[src/rtl/div_pkg.sv]
// Shared types and constants for the iterative restoring divider.
package div_pkg;

  localparam int DIV_WIDTH   = 32;
  localparam int DIV_LATENCY = 34;
  localparam int DIV_CNT_W   = $clog2(DIV_WIDTH);

  typedef enum logic [1:0] {
    IDLE,
    CALC,
    FIXUP,
    DONE
  } div_state_e;

endpackage

[src/rtl/div_step.sv]
// One radix-2 restoring division step: shift, trial-subtract, keep or restore.
module div_step
  import div_pkg::*;
#(
  parameter int WIDTH = DIV_WIDTH
) (
  input  logic [WIDTH-1:0] rem_i,
  input  logic [WIDTH-1:0] quo_i,
  input  logic [WIDTH-1:0] dvs_i,
  output logic [WIDTH-1:0] rem_o,
  output logic [WIDTH-1:0] quo_o
);

  logic [WIDTH:0] shifted;
  logic [WIDTH:0] diff;

  // NOTE: every output gets a default at the top of always_comb so no path leaves it unassigned (no latch).
  always_comb begin
    shifted = {rem_i, quo_i[WIDTH-1]};
    diff    = shifted - {1'b0, dvs_i};
    rem_o   = shifted[WIDTH-1:0];
    quo_o   = {quo_i[WIDTH-2:0], 1'b0};
    // Remainder stays below the divisor, so bit WIDTH of diff is a true sign bit.
    if (!diff[WIDTH]) begin
      rem_o    = diff[WIDTH-1:0];
      quo_o[0] = 1'b1;
    end
  end

endmodule

[src/rtl/multicycle_divider.sv]
// Iterative signed/unsigned restoring divider with busy/done handshake.
// Optional build macro DIV_EARLY_OUT_EN skips CALC for trivial divides.
module multicycle_divider
  import div_pkg::*;
#(
  parameter int WIDTH = DIV_WIDTH
) (
  input  logic             clk_i,
  input  logic             rst_ni,
  input  logic             start_i,
  input  logic             issigned_i,
  input  logic             flush_i,
  input  logic [WIDTH-1:0] dividend_i,
  input  logic [WIDTH-1:0] divisor_i,
  output logic [WIDTH-1:0] quotient_o,
  output logic [WIDTH-1:0] remainder_o,
  output logic             busy_o,
  output logic             done_o,
  output logic             divbyzero_o
);

  localparam int CNT_W = $clog2(WIDTH);

  div_state_e       state_q;
  logic [CNT_W-1:0] cnt_q;
  logic [WIDTH-1:0] rem_q, quo_q, dvs_q;
  logic             signed_q, dvd_neg_q, dvs_neg_q, zero_q;
  logic [WIDTH-1:0] quotient_q, remainder_q;
  logic             busy_q, done_q, divbyzero_q;

  logic [WIDTH-1:0] dvd_mag, dvs_mag;
  logic             dvd_neg, dvs_neg, dvs_zero, early_out;
  logic [WIDTH-1:0] step_rem, step_quo;
  logic [WIDTH-1:0] fix_quo, fix_rem;
  logic             neg_quo;

  always_comb begin
    dvd_neg  = issigned_i & dividend_i[WIDTH-1];
    dvs_neg  = issigned_i & divisor_i[WIDTH-1];
    dvd_mag  = dvd_neg ? -dividend_i : dividend_i;
    dvs_mag  = dvs_neg ? -divisor_i : divisor_i;
    dvs_zero = (divisor_i == '0);
`ifdef DIV_EARLY_OUT_EN
    early_out = dvs_zero | (dvd_mag < dvs_mag);
`else
    early_out = 1'b0;
`endif
  end

  // Sign fixup; with a zero divisor the remainder comes back as the raw dividend.
  always_comb begin
    neg_quo = signed_q & (dvd_neg_q ^ dvs_neg_q) & ~zero_q;
    fix_quo = zero_q ? '1 : (neg_quo ? -quo_q : quo_q);
    fix_rem = (signed_q & dvd_neg_q) ? -rem_q : rem_q;
  end

  div_step #(
    .WIDTH(WIDTH)
  ) u_step (
    .rem_i(rem_q),
    .quo_i(quo_q),
    .dvs_i(dvs_q),
    .rem_o(step_rem),
    .quo_o(step_quo)
  );

  // NOTE: sequential state uses non-blocking assignments so every register samples pre-edge values.
  always_ff @(posedge clk_i or negedge rst_ni) begin
    if (!rst_ni) begin
      state_q     <= IDLE;
      cnt_q       <= '0;
      rem_q       <= '0;
      quo_q       <= '0;
      dvs_q       <= '0;
      signed_q    <= 1'b0;
      dvd_neg_q   <= 1'b0;
      dvs_neg_q   <= 1'b0;
      zero_q      <= 1'b0;
      quotient_q  <= '0;
      remainder_q <= '0;
      busy_q      <= 1'b0;
      done_q      <= 1'b0;
      divbyzero_q <= 1'b0;
    end else begin
      done_q <= 1'b0;
      if (flush_i) begin
        state_q <= IDLE;
        busy_q  <= 1'b0;
      end else begin
        unique case (state_q)
          IDLE, DONE: begin
            if (start_i) begin
              signed_q  <= issigned_i;
              dvd_neg_q <= dvd_neg;
              dvs_neg_q <= dvs_neg;
              zero_q    <= dvs_zero;
              dvs_q     <= dvs_mag;
              cnt_q     <= '0;
              busy_q    <= 1'b1;
              if (early_out) begin
                state_q <= FIXUP;
                rem_q   <= dvd_mag;
                quo_q   <= dvs_zero ? '1 : '0;
              end else begin
                state_q <= CALC;
                rem_q   <= '0;
                quo_q   <= dvd_mag;
              end
            end else begin
              state_q <= IDLE;
              busy_q  <= 1'b0;
            end
          end
          CALC: begin
            rem_q <= step_rem;
            quo_q <= step_quo;
            cnt_q <= cnt_q + CNT_W'(1);
            if (cnt_q == CNT_W'(WIDTH - 1)) begin
              state_q <= FIXUP;
            end
          end
          FIXUP: begin
            quotient_q  <= fix_quo;
            remainder_q <= fix_rem;
            divbyzero_q <= zero_q;
            done_q      <= 1'b1;
            busy_q      <= 1'b0;
            state_q     <= DONE;
          end
          default: begin
            state_q <= IDLE;
            busy_q  <= 1'b0;
          end
        endcase
      end
    end
  end

  assign quotient_o  = quotient_q;
  assign remainder_o = remainder_q;
  assign busy_o      = busy_q;
  assign done_o      = done_q;
  assign divbyzero_o = divbyzero_q;

endmodule

[config.mk]
export PLATFORM = sky130hd
export DESIGN_NAME = multicycle_divider
export DESIGN_NICKNAME = d
export VERILOG_FILES = /design/src/rtl/div_pkg.sv /design/src/rtl/div_step.sv /design/src/rtl/multicycle_divider.sv
export SDC_FILE = /design/constraint.sdc
export NUM_CORES = 1
export LEC_CHECK = 0
export BUFFER_PORTS_ARGS = -buffer_cell sky130_fd_sc_hd__buf_2
export CAP_MARGIN = 20
export CORE_MARGIN = 5
export CORE_UTILIZATION = 30
export DETAILED_ROUTE_END_ITERATION = 16
export GPL_TIMING_DRIVEN = 0
export HOLD_SLACK_MARGIN = 0.08
export PLACE_DENSITY = 0.56
export SETUP_SLACK_MARGIN = 0.5
export SLEW_MARGIN = 20
export SYNTH_ARGS = -nofsm -noshare
export SYNTH_HDL_FRONTEND = slang
export SYNTH_SLANG_ARGS = --single-unit
[constraint.sdc]
create_clock -name clk_i -period 4.32 [get_ports clk_i]
set_input_delay 0.864 -clock clk_i [delete_from_list [all_inputs] [get_ports clk_i]]
set_output_delay 0.864 -clock clk_i [all_outputs]
set_load 0.02 [all_outputs]
==> impl_metrics.yaml <==
clocking:
  clk_pin_slew_ps: 70
  cts_tree: "yes"
  clk_latency_ps: 440
  cts.htree.levels: 4
  ctsHoldBuffers: 0
  cts-root-buf: "clkbuf_16"
  post-cts-setup-buffers: 0
  clk_path_buf_depth: 2
  cts_resized: 0
  clkSinkCount: 174
  cts_buffers: 17
finish:
  nets: 1638
  register_area_um2: 4350
  area_delta_synth_final_pct: 17.3
  antenna_cells: 0
  n_fill_cell: 3936
  final-instance-count-excl-fill: 2051
  multi_input_area_um2: 6490
  layout-drive-gt1-share_pct: 12.1
  design_area_um2: 13300
drt:
  via_per_inst: 4.91
  ant_nets: 0
  drt_pass1_iterations: 5
  wl_per_cell_um: 16.4
  via_count: 10100
  drc: 0
  routed_wl_um: 33600
  drt_iter0_markers: 702
yosys:
  yosysMostFrequentCell: "nand2_1"
  ys_seq_area_share_pct: 38.4
  synth.ff_latch_count: 174
  yosysWarningCount: 0
  syn_inst: 1372
  syn_area_um2: 11300
  synth-edff-count: 0
  syn_area_per_cell_um2: 8.26
  async_flop_share_pct: 100
  synthTopCellsByArea: "dfrtp_1 38%, nand2_1 6.8%, o21ai_0 6.4%"
  synth_ff_type: "dfrtp_1"
  syn-num-nets: 1482
  synth_top_cells_by_count: "205 x nand2_1, 174 x dfrtp_1, 145 x o21ai_0, 123 x a21oi_1, 117 x nor2_1"
  yosysUniqueCellTypes: 68
  synth_area_leader_cell: "dfrtp_1"
  synth_top_area_share_pct: 38.4
pwr:
  p_leak_uw: 0.00585
  pwr_density_cell_nw_per_um2: 592
  comb_power_share_pct: 46.6
  power.switching_uw: 3510
  switching_share_pct: 44.5
  power.internal_uw: 4370
  vdd_drop_max_v: 0.000240
  p_seq_share_pct: 33.6
  power_uw: 7880
  clock_power_share_pct: 19.8
sta:
  fmax_ghz: 0.290
  finalWorstSetupSlack_ps: 877
  final_max_slew_viol_count: 0
  rsz0062_at_grt: "no"
  worstMarginPinSlew_ps: 766
  max-slew-margin-rel_pct: 48.6
  finalSetupTns_ps: 0
  finalSetupViolations: 0
  post-route-period-util_pct: 79.7
  post-route-min-period_ps: 3440
  hold_viol: 0
  skew_ps: 12.2
global_routing:
  grt_overflow_total: 0
  grt_max_degree: 70
  grt_pass1_vias: 9773
  track_usage_pct: 15.9
  grt_pass1_wl_um: 53800
  antenna_found_initial: 0
critical_path:
  crit_type: "reg2reg"
  critPathMaxFanout: 10
  r2r_slack_ps: 880
  r2r_cells: 12
  slowest_delay_ps: 490
  rr_endpoint: "rem_q[7]"
  cp_slowest_cell: "dfrtp_1"
  path_common_cell: "mux2i_1"
  crit_path_cell_trace: "ha_1 -> clkbuf_1 -> or2_1 -> a31o_1 -> a211oi_1 -> o21ai_1 -> mux2i_1 -> o41ai_4 -> nor2_4 -> buf_6 -> mux2i_1 -> o22ai_1"
  startpoint_type: "flip-flop"
  worstPathArrival_ps: 3740
  worstPathRequired_ps: 4620
  end_kind: "flip-flop"
  reg2reg_from: "rem_q[25]"
floorplan:
  die_w_um: 204
  fp.dieArea_um2: 41800
  die_h_um: 204
  fp.coreArea_um2: 37500
  initial_core_util_pct: 30.2
  ios: 136
  row_count: 71
worst_hold_path:
  hp-class: "in2async"
run_status:
  status: "completed"
place:
  hpwlAfterDp_um: 26900
  place_ws_ps: 876
  io_buffers: 135
  dpl_cell_area_um2: 12700
  gp_congestion: 0.881
  dp.cells: 2020
job:
  drv_cap: 0
cell families (layout without fill, tap and decap cells):
group	after synthesis	count (layout)	synth area share, %
buf+inv	125	293	4.33
mux	30	30	2.68
xor+xnor	143	143	11.0
fa+ha+maj	41	41	4.59
flops	174	174	38.4
compound gates	409	409	21.3
simple gates	450	450	17.7
routing by layer:
metal | global-route usage, % | part of all wire, % | vias up
met4 | 4.12 | 1.5 | 0
met3 | 2.68 | 4.0 | 26
met5 | 0 | 0 | -
met2 | 24.5 | 45 | 191
met1 | 23.3 | 50 | 4746
li1 | - | - | 5106
area by class of cell:
cell class,instances,area share (%)
buffer,68,2.08
clock buffer,19,3.33
clock inverter,12,1.02
inverter,57,1.61
multi-input combinational,1073,48.8
sequential,174,32.7
tap,511,4.81
timing repair buffer,137,5.57
power by group through the flow:
stage               Combinational, uW  Sequential [uW]  Clock, uW
floorplan                        2390             2790          0
global placement                 3640             2650          0
detailed placement               3680             2670          0
CTS                              3700             2640       1600
global route                     4110             2720       1660
finish                           3670             2650       1560
worst max-delay path, delay by kind of cell (launching register included):
family / cells / cell delay (ps)
simple gates: 2 / 550
buf+inv: 2 / 430
fa+ha+maj: 1 / 330
mux: 2 / 530
compound gates: 5 / 980
flops: 1 / 490
sequential cells by signal, summed over array words and instances (netlist names):
name and flops:
cnt_q 5, remainder_o 32, quotient_o 32, busy_o 1, dvs_neg_q 1, done_o 1, quo_q 32, divbyzero_o 1
signed_q 1, state_q 2, zero_q 1, dvs_q 32, rem_q 32, dvd_neg_q 1
placed cells by master, fill, tap and decap left out, types with 12 or more instances in the layout:
master       n
a21o_1      14
a21oi_1    123
a31oi_1     15
buf_2      135
clkbuf_1    63
clkbuf_16   17
dfrtp_1    174
ha_1        40
inv_1       56
mux2i_1     27
nand2_1    205
nand2b_1    12
nand3_1     22
nor2_1     117
nor3_1      19
nor4_1      13
o21ai_0    145
o21ai_1     32
o31ai_1     14
o41ai_1     13
xnor2_1     74
xor2_1      69
stage by stage:
| step | hold slack [ps] | utilization, % |
|---|---|---|
| 2_1_floorplan | 444 | - |
| 3_3_place_gp | 459 | 33.7 |
| 3_5_place_dp | 462 | 33.9 |
| 4_1_cts | 306 | 35.5 |
| 5_1_grt | 320 | 35.5 |
| 6_report | 306 | 35.5 |
how the worst max path moves through the flow:
stage	startpoint	to	slack [ps]	cells past startpoint
floorplan	rem_q[4]	rem_q[10]	1310	11
global placement	rst_ni	quotient_o[8]	-470	1
detailed placement	dividend_i[8]	quo_q[25]	880	10
CTS	rem_q[24]	rem_q[7]	870	12
global route	rem_q[25]	rem_q[7]	630	12
finish	rem_q[25]	rem_q[7]	880	12
(Power assumes the default switching activity.)
